--- src/rtl/mdu_pkg.sv ---
// Shared definitions for the HI/LO multiply/divide unit and the decoder that drives its op field.
package mdu_pkg;

   localparam int unsigned MDU_WIDTH = 32;

   // op field encodings: bit 1 selects divide, bit 0 selects unsigned
   localparam logic [1:0] OP_MULT  = 2'b00;
   localparam logic [1:0] OP_MULTU = 2'b01;
   localparam logic [1:0] OP_DIV   = 2'b10;
   localparam logic [1:0] OP_DIVU  = 2'b11;

   typedef enum logic [1:0] {
      IDLE = 2'd0,
      CALC = 2'd1,
      FIX  = 2'd2
   } mdu_state_e;

   // One shift-add / shift-subtract step per operand bit
   localparam int unsigned MDU_ITERS = MDU_WIDTH;

   function automatic logic op_is_div(input logic [1:0] op);
      return op[1];
   endfunction

   function automatic logic op_is_signed(input logic [1:0] op);
      return ~op[0];
   endfunction

endpackage

--- src/rtl/mult_div_unit.sv ---
// Iterative HI/LO multiply/divide unit: magnitude shift-add multiply and restoring
// divide over WIDTH iterations, followed by a sign-fix cycle that writes HI/LO.
module mult_div_unit
   import mdu_pkg::*;
#(
   parameter int unsigned WIDTH = MDU_ITERS
) (
   input  logic             clk,
   input  logic             rst,
   input  logic             start,
   input  logic [1:0]       op,
   input  logic [WIDTH-1:0] a,
   input  logic [WIDTH-1:0] b,
   input  logic             mthi,
   input  logic             mtlo,
   input  logic [WIDTH-1:0] wdata,
   output logic             busy,
   output logic             done,
   output logic [WIDTH-1:0] hi,
   output logic [WIDTH-1:0] lo
);

   localparam int unsigned CW = (WIDTH > 1) ? $clog2(WIDTH) : 1;

   mdu_state_e         state_q;
   logic [CW-1:0]      cnt_q;
   logic               div_q;
   logic               neg_q;     // negate product / quotient
   logic               rneg_q;    // negate remainder
   logic [WIDTH-1:0]   a_q;       // raw dividend, returned in HI on divide-by-zero
   logic [WIDTH-1:0]   opd_q;     // multiplicand or divisor magnitude
   logic [2*WIDTH-1:0] acc_q;     // product, or remainder:quotient
   logic [2*WIDTH-1:0] acc_d;
   logic               busy_q, done_q;
   logic [WIDTH-1:0]   hi_q, lo_q;

   logic               sa, sb;
   logic [WIDTH-1:0]   a_mag, b_mag;
   logic [WIDTH:0]     mul_sum;
   logic [WIDTH:0]     div_sh;
   logic [WIDTH:0]     div_diff;
   logic [2*WIDTH-1:0] prod;
   logic [WIDTH-1:0]   quot, rem;
   logic [WIDTH-1:0]   hi_fix, lo_fix;

   assign busy = busy_q;
   assign done = done_q;
   assign hi   = hi_q;
   assign lo   = lo_q;

   // Operand magnitudes and signs taken at launch
   always_comb begin
      sa    = op_is_signed(op) & a[WIDTH-1];
      sb    = op_is_signed(op) & b[WIDTH-1];
      a_mag = sa ? -a : a;
      b_mag = sb ? -b : b;
   end

   // One iteration: add-or-pass then shift right (multiply), shift then subtract-or-restore (divide)
   always_comb begin
      mul_sum  = {1'b0, acc_q[2*WIDTH-1:WIDTH]} + {1'b0, opd_q};
      div_sh   = acc_q[2*WIDTH-1:WIDTH-1];
      div_diff = div_sh - {1'b0, opd_q};
      acc_d    = acc_q;
      if (div_q) begin
         if (div_diff[WIDTH])
            acc_d = {div_sh[WIDTH-1:0], acc_q[WIDTH-2:0], 1'b0};
         else
            acc_d = {div_diff[WIDTH-1:0], acc_q[WIDTH-2:0], 1'b1};
      end else begin
         if (acc_q[0])
            acc_d = {mul_sum, acc_q[WIDTH-1:1]};
         else
            acc_d = {1'b0, acc_q[2*WIDTH-1:1]};
      end
   end

   // Sign correction of the finished magnitude result
   always_comb begin
      prod   = neg_q ? -acc_q : acc_q;
      quot   = acc_q[WIDTH-1:0];
      rem    = acc_q[2*WIDTH-1:WIDTH];
      hi_fix = prod[2*WIDTH-1:WIDTH];
      lo_fix = prod[WIDTH-1:0];
      if (div_q) begin
         if (opd_q == '0) begin
            hi_fix = a_q;
            lo_fix = '1;
         end else begin
            hi_fix = rneg_q ? -rem : rem;
            lo_fix = neg_q ? -quot : quot;
         end
      end
   end

   // Control FSM with registered busy/done/HI/LO
   always_ff @(posedge clk) begin
      if (rst) begin
         state_q <= IDLE;
         cnt_q   <= '0;
         div_q   <= 1'b0;
         neg_q   <= 1'b0;
         rneg_q  <= 1'b0;
         a_q     <= '0;
         opd_q   <= '0;
         acc_q   <= '0;
         busy_q  <= 1'b0;
         done_q  <= 1'b0;
         hi_q    <= '0;
         lo_q    <= '0;
      end else begin
         done_q <= 1'b0;
         case (state_q)
            IDLE: begin
               if (start) begin
                  div_q  <= op_is_div(op);
                  neg_q  <= sa ^ sb;
                  rneg_q <= sa;
                  a_q    <= a;
                  opd_q  <= op_is_div(op) ? b_mag : a_mag;
                  acc_q  <= {{WIDTH{1'b0}}, (op_is_div(op) ? a_mag : b_mag)};
                  cnt_q  <= CW'(WIDTH - 1);
                  busy_q <= 1'b1;
                  state_q <= CALC;
               end else begin
                  if (mthi) hi_q <= wdata;
                  if (mtlo) lo_q <= wdata;
               end
            end
            CALC: begin
               acc_q <= acc_d;
               cnt_q <= cnt_q - CW'(1);
               if (cnt_q == '0) state_q <= FIX;
            end
            FIX: begin
               hi_q    <= hi_fix;
               lo_q    <= lo_fix;
               done_q  <= 1'b1;
               busy_q  <= 1'b0;
               state_q <= IDLE;
            end
            default: state_q <= IDLE;
         endcase
      end
   end

endmodule

--- config.mk ---
export PLATFORM = sky130hd
export DESIGN_NAME = mult_div_unit
export DESIGN_NICKNAME = d
export VERILOG_FILES = /design/src/rtl/mdu_pkg.sv /design/src/rtl/mult_div_unit.sv
export SDC_FILE = /design/constraint.sdc
export NUM_CORES = 1
export LEC_CHECK = 0
export BUFFER_PORTS_ARGS = -buffer_cell sky130_fd_sc_hd__buf_2
export CORE_MARGIN = 3
export CORE_UTILIZATION = 44
export CTS_CLUSTER_SIZE = 14
export DETAILED_ROUTE_END_ITERATION = 10
export GPL_ROUTABILITY_DRIVEN = 0
export PLACE_DENSITY_LB_ADDON = 0.12
export SLEW_MARGIN = 40
export SYNTH_ARGS = -nofsm -noshare
export SYNTH_HDL_FRONTEND = slang
export SYNTH_SLANG_ARGS = --single-unit
--- constraint.sdc ---
create_clock -name clk -period 4.55 [get_ports clk]
set_input_delay 0.2275 -clock clk [delete_from_list [all_inputs] [get_ports clk]]
set_output_delay 0.2275 -clock clk [all_outputs]
set_load 0.05 [all_outputs]
# Word level (Yosys, flattened, before mapping)
# Cells that the tools add are included.
[totals]
reg_bits = 204
in_bits = 103
elab_cells = 72
[op_classes]
n_addsub = 8
eq_ne = 7
n_mux = 30
n_bitwise = 4
n_reduce_logical = 11
[ops]
columns = ["op", "count"]
rows = [
  ["2-to-1 mux 32 bit", 14],
  ["2-to-1 mux 64 bit", 5],
  ["negator 32 bit", 4],
  ["one-hot mux 32 bit (2 select lines)", 2],
  ["one-hot mux 64 bit (2 select lines)", 1],
  ["negator 64 bit", 1],
  ["adder 32 x 32 -> 33 bit", 1],
  ["subtractor 33 x 32 -> 33 bit", 1],
  ["zero test 32 bit", 1],
  ["inequality test 2 bit, second input constant", 5],
  ["one-hot mux 5 bit (2 select lines)", 1],
  ["AND reduction 2 bit", 4],
  ["AND reduction 3 bit", 2],
  ["zero test 5 bit", 1],
  ["2-to-1 mux 5 bit", 1],
  ["subtractor 5 x 1 -> 5 bit, second input constant", 1],
  ["2-to-1 mux 2 bit", 2],
  ["one-hot mux 2 bit (2 select lines)", 1],
  ["nonzero test 2 bit", 2],
  ["AND 1 bit", 2],
  ["== test 2 x 1 -> 1 bit, second input constant", 1],
  ["== test 2 bit, second input constant", 1],
  ["zero test 2 bit", 1],
  ["2-to-1 mux 1 bit", 2],
  ["other kinds (3)", 3],
]

# Longest topological paths before layout
# Gate-level depths: netlist of run 1.
[logic_depth]
depth_word = 6
depth_mapped = 13
depth_no_buf = 12

# Worst setup path after synthesis of run 1
# OpenSTA, ideal clock, no wires.
[synth_path]
path_type = "register to register"
from = "register acc_q[32]"
to = "register acc_q[52]"
setup_ns = 0.117
arrival_ns = 3.092
required_time_ns = 4.433
slack_ns = 1.340
stages_incl_launch_ff = 14
period_less_slack_ns = 3.210
path_cell_list = "dfxtp_1 -> clkbuf_1 -> inv_1 -> fa_1 -> nand2b_1 -> a21o_1 -> a21oi_1 -> o2111a_1 -> o41ai_2 -> a21bo_2 -> nand3_2 -> clkbuf_1 -> nand3_1 -> a32o_1"
[synth_between]
elab_chain_cells = 4
[synth_rtl]
columns = ["element", "line_no", "text"]
rows = [
  ["start, declared", "mult_div_unit.sv:32", "logic [2*WIDTH-1:0] acc_q;"],
  ["start signal, assigned", "mult_div_unit.sv:121", "acc_q <= {{WIDTH{1'b0}}, (op_is_div(op) ? a_mag : b_mag)};"],
  ["subtractor 33 x 32 -> 33 bit or adder 32 x 32 -> 33 bit (tied branches)", "mult_div_unit.sv:63, mult_div_unit.sv:61", ""],
  ["2-to-1 mux 64 bit (on tied branches)", "mult_div_unit.sv:66, mult_div_unit.sv:71", ""],
  ["2-to-1 mux 64 bit *", "mult_div_unit.sv:65", "if (div_q) begin"],
  ["one-hot mux 64 bit (2 select lines) *", "mult_div_unit.sv:113", "case (state_q)"],
]
# Every way passes the cells marked *; elsewhere a longest branch is shown, timed or not.
# A chain may end at the register's enable or synchronous reset.

# Worst setup path after layout of run 1
[layout_path]
from = "register acc_q[52]"
to = "register acc_q[34]"
[layout_between]
elab_chain_cells = 4
[layout_rtl]
columns = ["element", "line_no", "text"]
rows = [
  ["subtractor 33 x 32 -> 33 bit", "mult_div_unit.sv:63", "div_diff = div_sh - {1'b0, opd_q};"],
  ["2-to-1 mux 64 bit", "mult_div_unit.sv:66", "if (div_diff[WIDTH])"],
  ["2-to-1 mux 64 bit", "mult_div_unit.sv:65", ""],
  ["one-hot mux 64 bit (2 select lines)", "mult_div_unit.sv:113", ""],
]
# No other way between the ends.

==> qor.txt, run 1 <==
Syn Inst Count -> 2,337
initial antenna violation count -> 1
Crit. End Element -> register
core footprint -> 37,800 um^2
clk buf depth -> 3
area share of the largest cell type after synthesis -> 0.241
share of cells above drive strength 1 -> 0.127
nets@finish -> 2,612
post-route setup slack -> 0.510 ns
DIE HEIGHT -> 202 um
Synth cell types -> 81
critical path launch point type -> register
hold_sp -> wdata[3]
crit path max fanout -> 12
Placed Cells -> 2,882
Compound-Gate Fraction of Synth Area -> 0.323
Residual DRC -> 0
Yosys warnings -> 0
RR Startpoint -> acc_q[52]
die area -> 40,800 um^2
final setup vio count -> 0
Setup CP Type -> reg -> reg
CTS root buffer -> clkbuf_16
area leader, netlist -> dfxtp_1
fin crit period -> 4.04 ns
Max Slew Vio Count -> 0
Hold Slack -> 0.0150 ns
R2R setup slack -> 0.51 ns
status -> complete, no violations
total grt overflow -> 0
Setup Skew -> 0.0252 ns
initial drt markers -> 2,240
leakage -> 7.65 nW
worst skew pair latency -> 0.58 ns
CTS hold repair buffers -> 37
crit path DAT -> 4.46 ns
first-pass GRT wire length -> 107,000 um
fmax -> 0.248 GHz
DRT Pass-1 Iters -> 8
hold depth -> 3
WL per Instance -> 24.1 um
asr flop ratio synth -> 0
fin crit share -> 0.888
Antenna Diode Count -> 0
simple-gate area share of the yosys netlist -> 0.199
CTS Sinks -> 204
fin util -> 0.513
Crit path required time -> 4.97 ns
xor-xnor portion of the synthesized cell area -> 0.0834
syn avg cell area -> 7.24 um^2
Main synth FF type -> dfxtp_1
GR Util All Layers -> 0.334
vias in the first global route -> 17.5k
number of max-cap violations -> 0
Area Growth Syn to Fin -> 14.4%
hold crit path type -> in -> reg
filler cell count -> 3,754
worst reg2reg path depth -> 11
Finished Layout Cells -> 2,968
RR Endpoint -> acc_q[34]
Fin. Hold Viols -> 0
largest net degree at the start of global routing -> 120
mapped cell area -> 16,900 um^2
Post-Route WL -> 71,500 um
Worst Tran Pin Value -> 0.882 ns
port bufs -> 168
main combinational cell family by area after synthesis -> compound AO/OA/AOI/OAI gates
top cells by count, synth -> 288 x a21oi_1, 274 x nand2_1, 204 x dfxtp_1, 202 x nor2_1, 157 x clkbuf_1
top cells by area, synth -> dfxtp_1 24%, a21oi_1 8.5%, nand2_1 6.1%, xnor2_1 5.4%, ha_1 5.2%
most frequent cell after synthesis -> a21oi_1
Initial Utilization -> 0.448
routed vias -> 19.0k
hold endpoint -> hi[3]
mux share of post-synthesis cell area -> 0.0405
number of CTS-inserted buffers -> 27
setup bufs post-CTS -> 0
TritonCTS clock tree -> yes
RSZ-0062 raised after global routing -> no
Post-synth EDFFs -> 0
hpwl dp -> 53,800 um
worst rel slew slack -> 0.409
post-synthesis sequential element count -> 204
Seq/Total Area, Yosys -> 0.241
final setup TNS -> 0 ns
syn nets -> 2,512
DRT antenna net count -> 0
worst slack, placed -> 0.602 ns
Worst VDD drop -> 0.000266 V
Post-Synth Adder-Cell Area -> 0.0541
pwr/cell area -> 347 nW/um^2
die width -> 202 um
Vias/cell -> 6.40
post-CTS resize count -> 0
Ports -> 169
htree depth -> 1
Rows -> 71
CTS clk-pin slew, worst paths -> 0.06 ns
==> report_power, final <==
part           internal [W]  switching [W]
Combinational      0.000840        0.00156
Sequential          0.00193       0.000227
Clock               0.00128       0.000877
==> cell usage in the layout, fill, tap and decap left out, drive strengths merged, types with 38 or more instances in the layout <==
cell type / netlist / routed
mux2i: 56 / 56
xnor2: 105 / 105
a21oi: 288 / 288
ha: 70 / 70
nand2: 274 / 274
inv: 69 / 71
xor2: 56 / 56
clkbuf: 159 / 39
nor2: 202 / 202
a31oi: 38 / 38
a21o: 38 / 38
dfxtp: 204 / 204
a211oi: 78 / 78
o211ai: 39 / 39
o21ai: 151 / 151
nor3: 49 / 49
buf: 21 / 214
==> critical path: stages, from the launching register on <==
cell and delay [ns]:
dfxtp_1 0.56, ha_1 0.38, a21oi_1 0.26, o211ai_1 0.13, a221o_1 0.33, and3_1 0.21, o41ai_2 0.44, nand3_1 0.41
nand3_2 0.40, buf_4 0.28, mux2i_1 0.09, a2111oi_0 0.39
==> state kept, by name, indices dropped and copies added, names as in the netlist <==
name / cells
hi: 32
done: 1
a_q: 32
neg_q: 1
rneg_q: 1
lo: 32
state_q: 2
opd_q: 32
cnt_q: 5
busy: 1
acc_q: 64
div_q: 1
==> area by class of cell <==
type	instances	area [um^2]	share of cell area
Clock buffer	39	761	0.0393
Clock inverter	10	125	0.00646
Inverter	70	263	0.0136
Multi-Input combinational cell	1883	11900	0.615
Sequential cell	204	4090	0.211
Tap cell	511	639	0.0330
Timing Repair Buffer	251	1580	0.0814
==> cell families (layout without fill, tap and decap cells) <==
family          Yosys count  after routing
compound gates          854            854
simple gates            729            729
buf+inv                 250            370
flops                   204            204
xor+xnor                161            161
fa+ha+maj                72             72
mux                      67             67
==> metrics by stage <==
| step | instance area (um^2) | power [W] |
|---|---|---|
| floorplan | 16900 | 0.00374 |
| global placement | 18100 | 0.00446 |
| detailed placement | 18100 | 0.00449 |
| CTS | 19300 | 0.00666 |
| global route | 19400 | 0.00700 |
| finish | 19400 | 0.00672 |
==> worst max path at each step <==
stage,startpoint,end,slack (ns),cells after the start
final,acc_q[52],acc_q[34],0.51,11
after CTS,acc_q[52],acc_q[34],0.57,11
after global routing,acc_q[52],acc_q[34],0.22,11
after detailed placement,acc_q[52],acc_q[34],0.60,11
after floorplan,acc_q[32],acc_q[52],1.34,13
after global placement,acc_q[52],acc_q[32],0.79,11
==> metal layers <==
layer	wire length, um	global-route usage	vias to the layer above
met3	7510	0.0636	192
met5	7	0	-
met4	4180	0.164	2
met2	30200	0.500	1063
met1	29600	0.460	8941
li1	-	-	8784
(Power assumes the default switching activity.)
==> run 2: changes to the inputs <==
--- a/config.mk
+++ b/config.mk
@@ -6,8 +6,10 @@
 export NUM_CORES = 1
 export LEC_CHECK = 0
 export BUFFER_PORTS_ARGS = -buffer_cell sky130_fd_sc_hd__buf_2
+export CAP_MARGIN = 40
 export CORE_MARGIN = 3
-export CORE_UTILIZATION = 44
+export CORE_UTILIZATION = 55
+export CTS_BUF_LIST = sky130_fd_sc_hd__clkbuf_8 sky130_fd_sc_hd__clkbuf_16
 export CTS_CLUSTER_SIZE = 14
 export DETAILED_ROUTE_END_ITERATION = 10
 export GPL_ROUTABILITY_DRIVEN = 0
==> run 2 against run 1 <==
Against the previous run:
- sequential share of layout area increased by 0.15 points
- largest cell class unchanged
- register-to-register slack gained 0.04 ns
- die area down 19%
- worst hold slack better by 0.0011 ns
==> qor.txt, run 2 (synthesized netlist as in run 1, its figures left out) <==
Hold Slack -> 0.0161 ns (was 0.0150 ns)
largest net degree at the start of global routing -> 120 (unchanged)
Residual DRC -> 0 (unchanged)
fmax -> 0.250 GHz (was 0.248 GHz)
Largest Register -> acc_q (unchanged)
highest-count cells in the layout ignoring fill and taps -> 288 x a21oi_1, 274 x nand2_1, 203 x dfxtp_1, 200 x nor2_1, 167 x buf_2 (was 288 x a21oi_1, 273 x nand2_1, 202 x dfxtp_1, 199 x nor2_1, 167 x buf_2)
leakage -> 7.68 nW (was 7.65 nW)
total grt overflow -> 0 (unchanged)
most common cell after layout, fill and taps aside -> a21oi_1 (unchanged)
Post-Route WL -> 68,600 um (was 71,500 um)
core footprint -> 30,000 um^2 (was 37,800 um^2)
Ports -> 169 (unchanged)
fin crit share -> 0.878 (was 0.888)
R2R setup slack -> 0.55 ns (was 0.51 ns)
Setup Skew -> 0.0160 ns (was 0.0252 ns)
final setup vio count -> 0 (unchanged)
die width -> 181 um (was 202 um)
filler cell count -> 2,699 (was 3,754)
hold crit path type -> in -> reg (unchanged)
Initial Utilization -> 0.565 (was 0.448)
Crit. End Element -> register (unchanged)
CTS root buffer -> clkbuf_16 (unchanged)
CTS Sinks -> 204 (unchanged)
port bufs -> 168 (unchanged)
share of cells above drive strength 1 -> 0.128 (was 0.127)
hpwl dp -> 51,300 um (was 53,800 um)
max reg flops -> 64 (unchanged)
clock power share -> 0.321 (about the same)
biggest cell delay along the critical path -> 0.44 ns (was 0.56 ns)
first-pass GRT wire length -> 103,000 um (was 107,000 um)
switching fraction of total power -> 0.395 (was 0.397)
WL per Instance -> 24.1 um (about the same)
Max Slew Vio Count -> 0 (unchanged)
post-route setup slack -> 0.554 ns (was 0.510 ns)
Worst Tran Pin Value -> 0.854 ns (was 0.882 ns)
worst rel slew slack -> 0.428 (was 0.409)
crit path DAT -> 4.44 ns (was 4.46 ns)
Setup CP Type -> reg -> reg (unchanged)
initial antenna violation count -> 2 (was 1)
worst slack, placed -> 0.681 ns (was 0.602 ns)
Rows -> 63 (was 71)
Finished Layout Cells -> 2,847 (was 2,968)
Fin. Hold Viols -> 0 (unchanged)
Reg power frac -> 0.324 (was 0.321)
nets@finish -> 2,613 (was 2,612)
GR Util All Layers -> 0.392 (was 0.334)
vias in the first global route -> 17.5k (about the same)
number of CTS-inserted buffers -> 25 (was 27)
DRT Pass-1 Iters -> 7 (was 8)
die area -> 32,900 um^2 (was 40,800 um^2)
worst skew pair latency -> 0.56 ns (was 0.58 ns)
Placed Cells -> 2,768 (was 2,882)
status -> complete, no violations (unchanged)
initial drt markers -> 2,626 (was 2,240)
Crit-path slowest cell -> o41ai_2 (was dfxtp_1)
crit path cell chain -> inv_1 > ha_1 > a21oi_1 > o211ai_1 > a221o_1 > and3_1 > o41ai_2 > nand3_1 > nand3_2 > buf_4 > mux2i_1 > a2111oi_0 (was ha_1 > a21oi_1 > o211ai_1 > a221o_1 > and3_1 > o41ai_2 > nand3_1 > nand3_2 > buf_4 > mux2i_1 > a2111oi_0)
pwr/cell area -> 349 nW/um^2 (was 347 nW/um^2)
crit path max fanout -> 12 (unchanged)
clk buf depth -> 3 (unchanged)
critical path launch point type -> register (unchanged)
Crit path required time -> 4.99 ns (was 4.97 ns)
fin crit period -> 4.00 ns (was 4.04 ns)
Area Growth Syn to Fin -> 13.6% (was 14.4%)
number of max-cap violations -> 0 (unchanged)
DIE HEIGHT -> 181 um (was 202 um)
TritonCTS clock tree -> yes (unchanged)
Sw Pwr -> 0.00264 W (was 0.00267 W)
RSZ-0062 raised after global routing -> no (unchanged)
Gate power share -> 0.355 (was 0.358)
CTS clk-pin slew, worst paths -> 0.06 ns (about the same)
DRT antenna net count -> 0 (unchanged)
Worst VDD drop -> 0.000282 V (was 0.000266 V)
Vias/cell -> 6.77 (was 6.40)
Internal -> 0.00406 W (was 0.00405 W)
setup bufs post-CTS -> 0 (unchanged)
htree depth -> 1 (unchanged)
final setup TNS -> 0 ns (unchanged)
Antenna Diode Count -> 0 (unchanged)
routed vias -> 19.3k (was 19.0k)
[run 2: cell types whose count changed in the layout (fill, tap and decap cells not counted), sizes merged]
cell and change:
clkbuf -9, buf +7, dlygate4sd3 -4, inv +4, bufinv +1, clkinvlp +1
[run 2: repair_timing]
item	4_1_cts	5_1_grt
hold endpoints to repair	35	0
resized for setup	0	0
hold buffers	33	0
[run 2: final timing paths]
| check | cells after the start | endpoint | from |
|---|---|---|---|
| max | 12 | acc_q[34] | opd_q[21] |
| min | 3 | hi[1] | wdata[1] |
| max reg2reg | 12 | acc_q[34] | opd_q[21] |
| min reg2reg | 2 | lo[20] | lo[20] |
[run 2: power groups by stage]
stage          clock [W]  sequential, W  combinational, W
2_1_floorplan          0        0.00220           0.00154
3_3_place_gp           0        0.00218           0.00224
3_5_place_dp           0        0.00219           0.00226
4_1_cts          0.00214        0.00215           0.00229
5_1_grt          0.00221        0.00218           0.00255
6_report         0.00215        0.00217           0.00238
[run 2: stage by stage]
step	instance area (um^2)	total power [W]	util
final	19200	0.00670	0.641
after global routing	19200	0.00693	0.641
after CTS	19200	0.00658	0.641
after detailed placement	18000	0.00445	0.600
after global placement	18000	0.00442	0.600
after floorplan	16900	0.00374	-
[run 2: metal layers]
metal,wire length [um],global-route usage
met5,25,0
met4,4190,0.201
met3,10600,0.145
met2,27900,0.568
met1,26000,0.510
[run 2: final cells by class]
type	count	area, um^2	area share
Clock buffer	30	706	0.0367
Tap cell	390	488	0.0254
Multi-Input combinational cell	1883	11900	0.619
Sequential cell	204	4090	0.213
Inverter	70	263	0.0137
Clock inverter	16	176	0.00918
Timing Repair Buffer	254	1590	0.0828
[run 2: worst max-delay path, delay by kind of cell, from the launching register on]
| family | cells | cell delay [ns] |
|---|---|---|
| adders and majority gates | 1 | 0.38 |
| buffers and inverters | 2 | 0.39 |
| and+or+nand+nor | 3 | 1.02 |
| DFF | 1 | 0.39 |
| AOI/OAI and AO/OA | 5 | 1.60 |
| muxes | 1 | 0.10 |
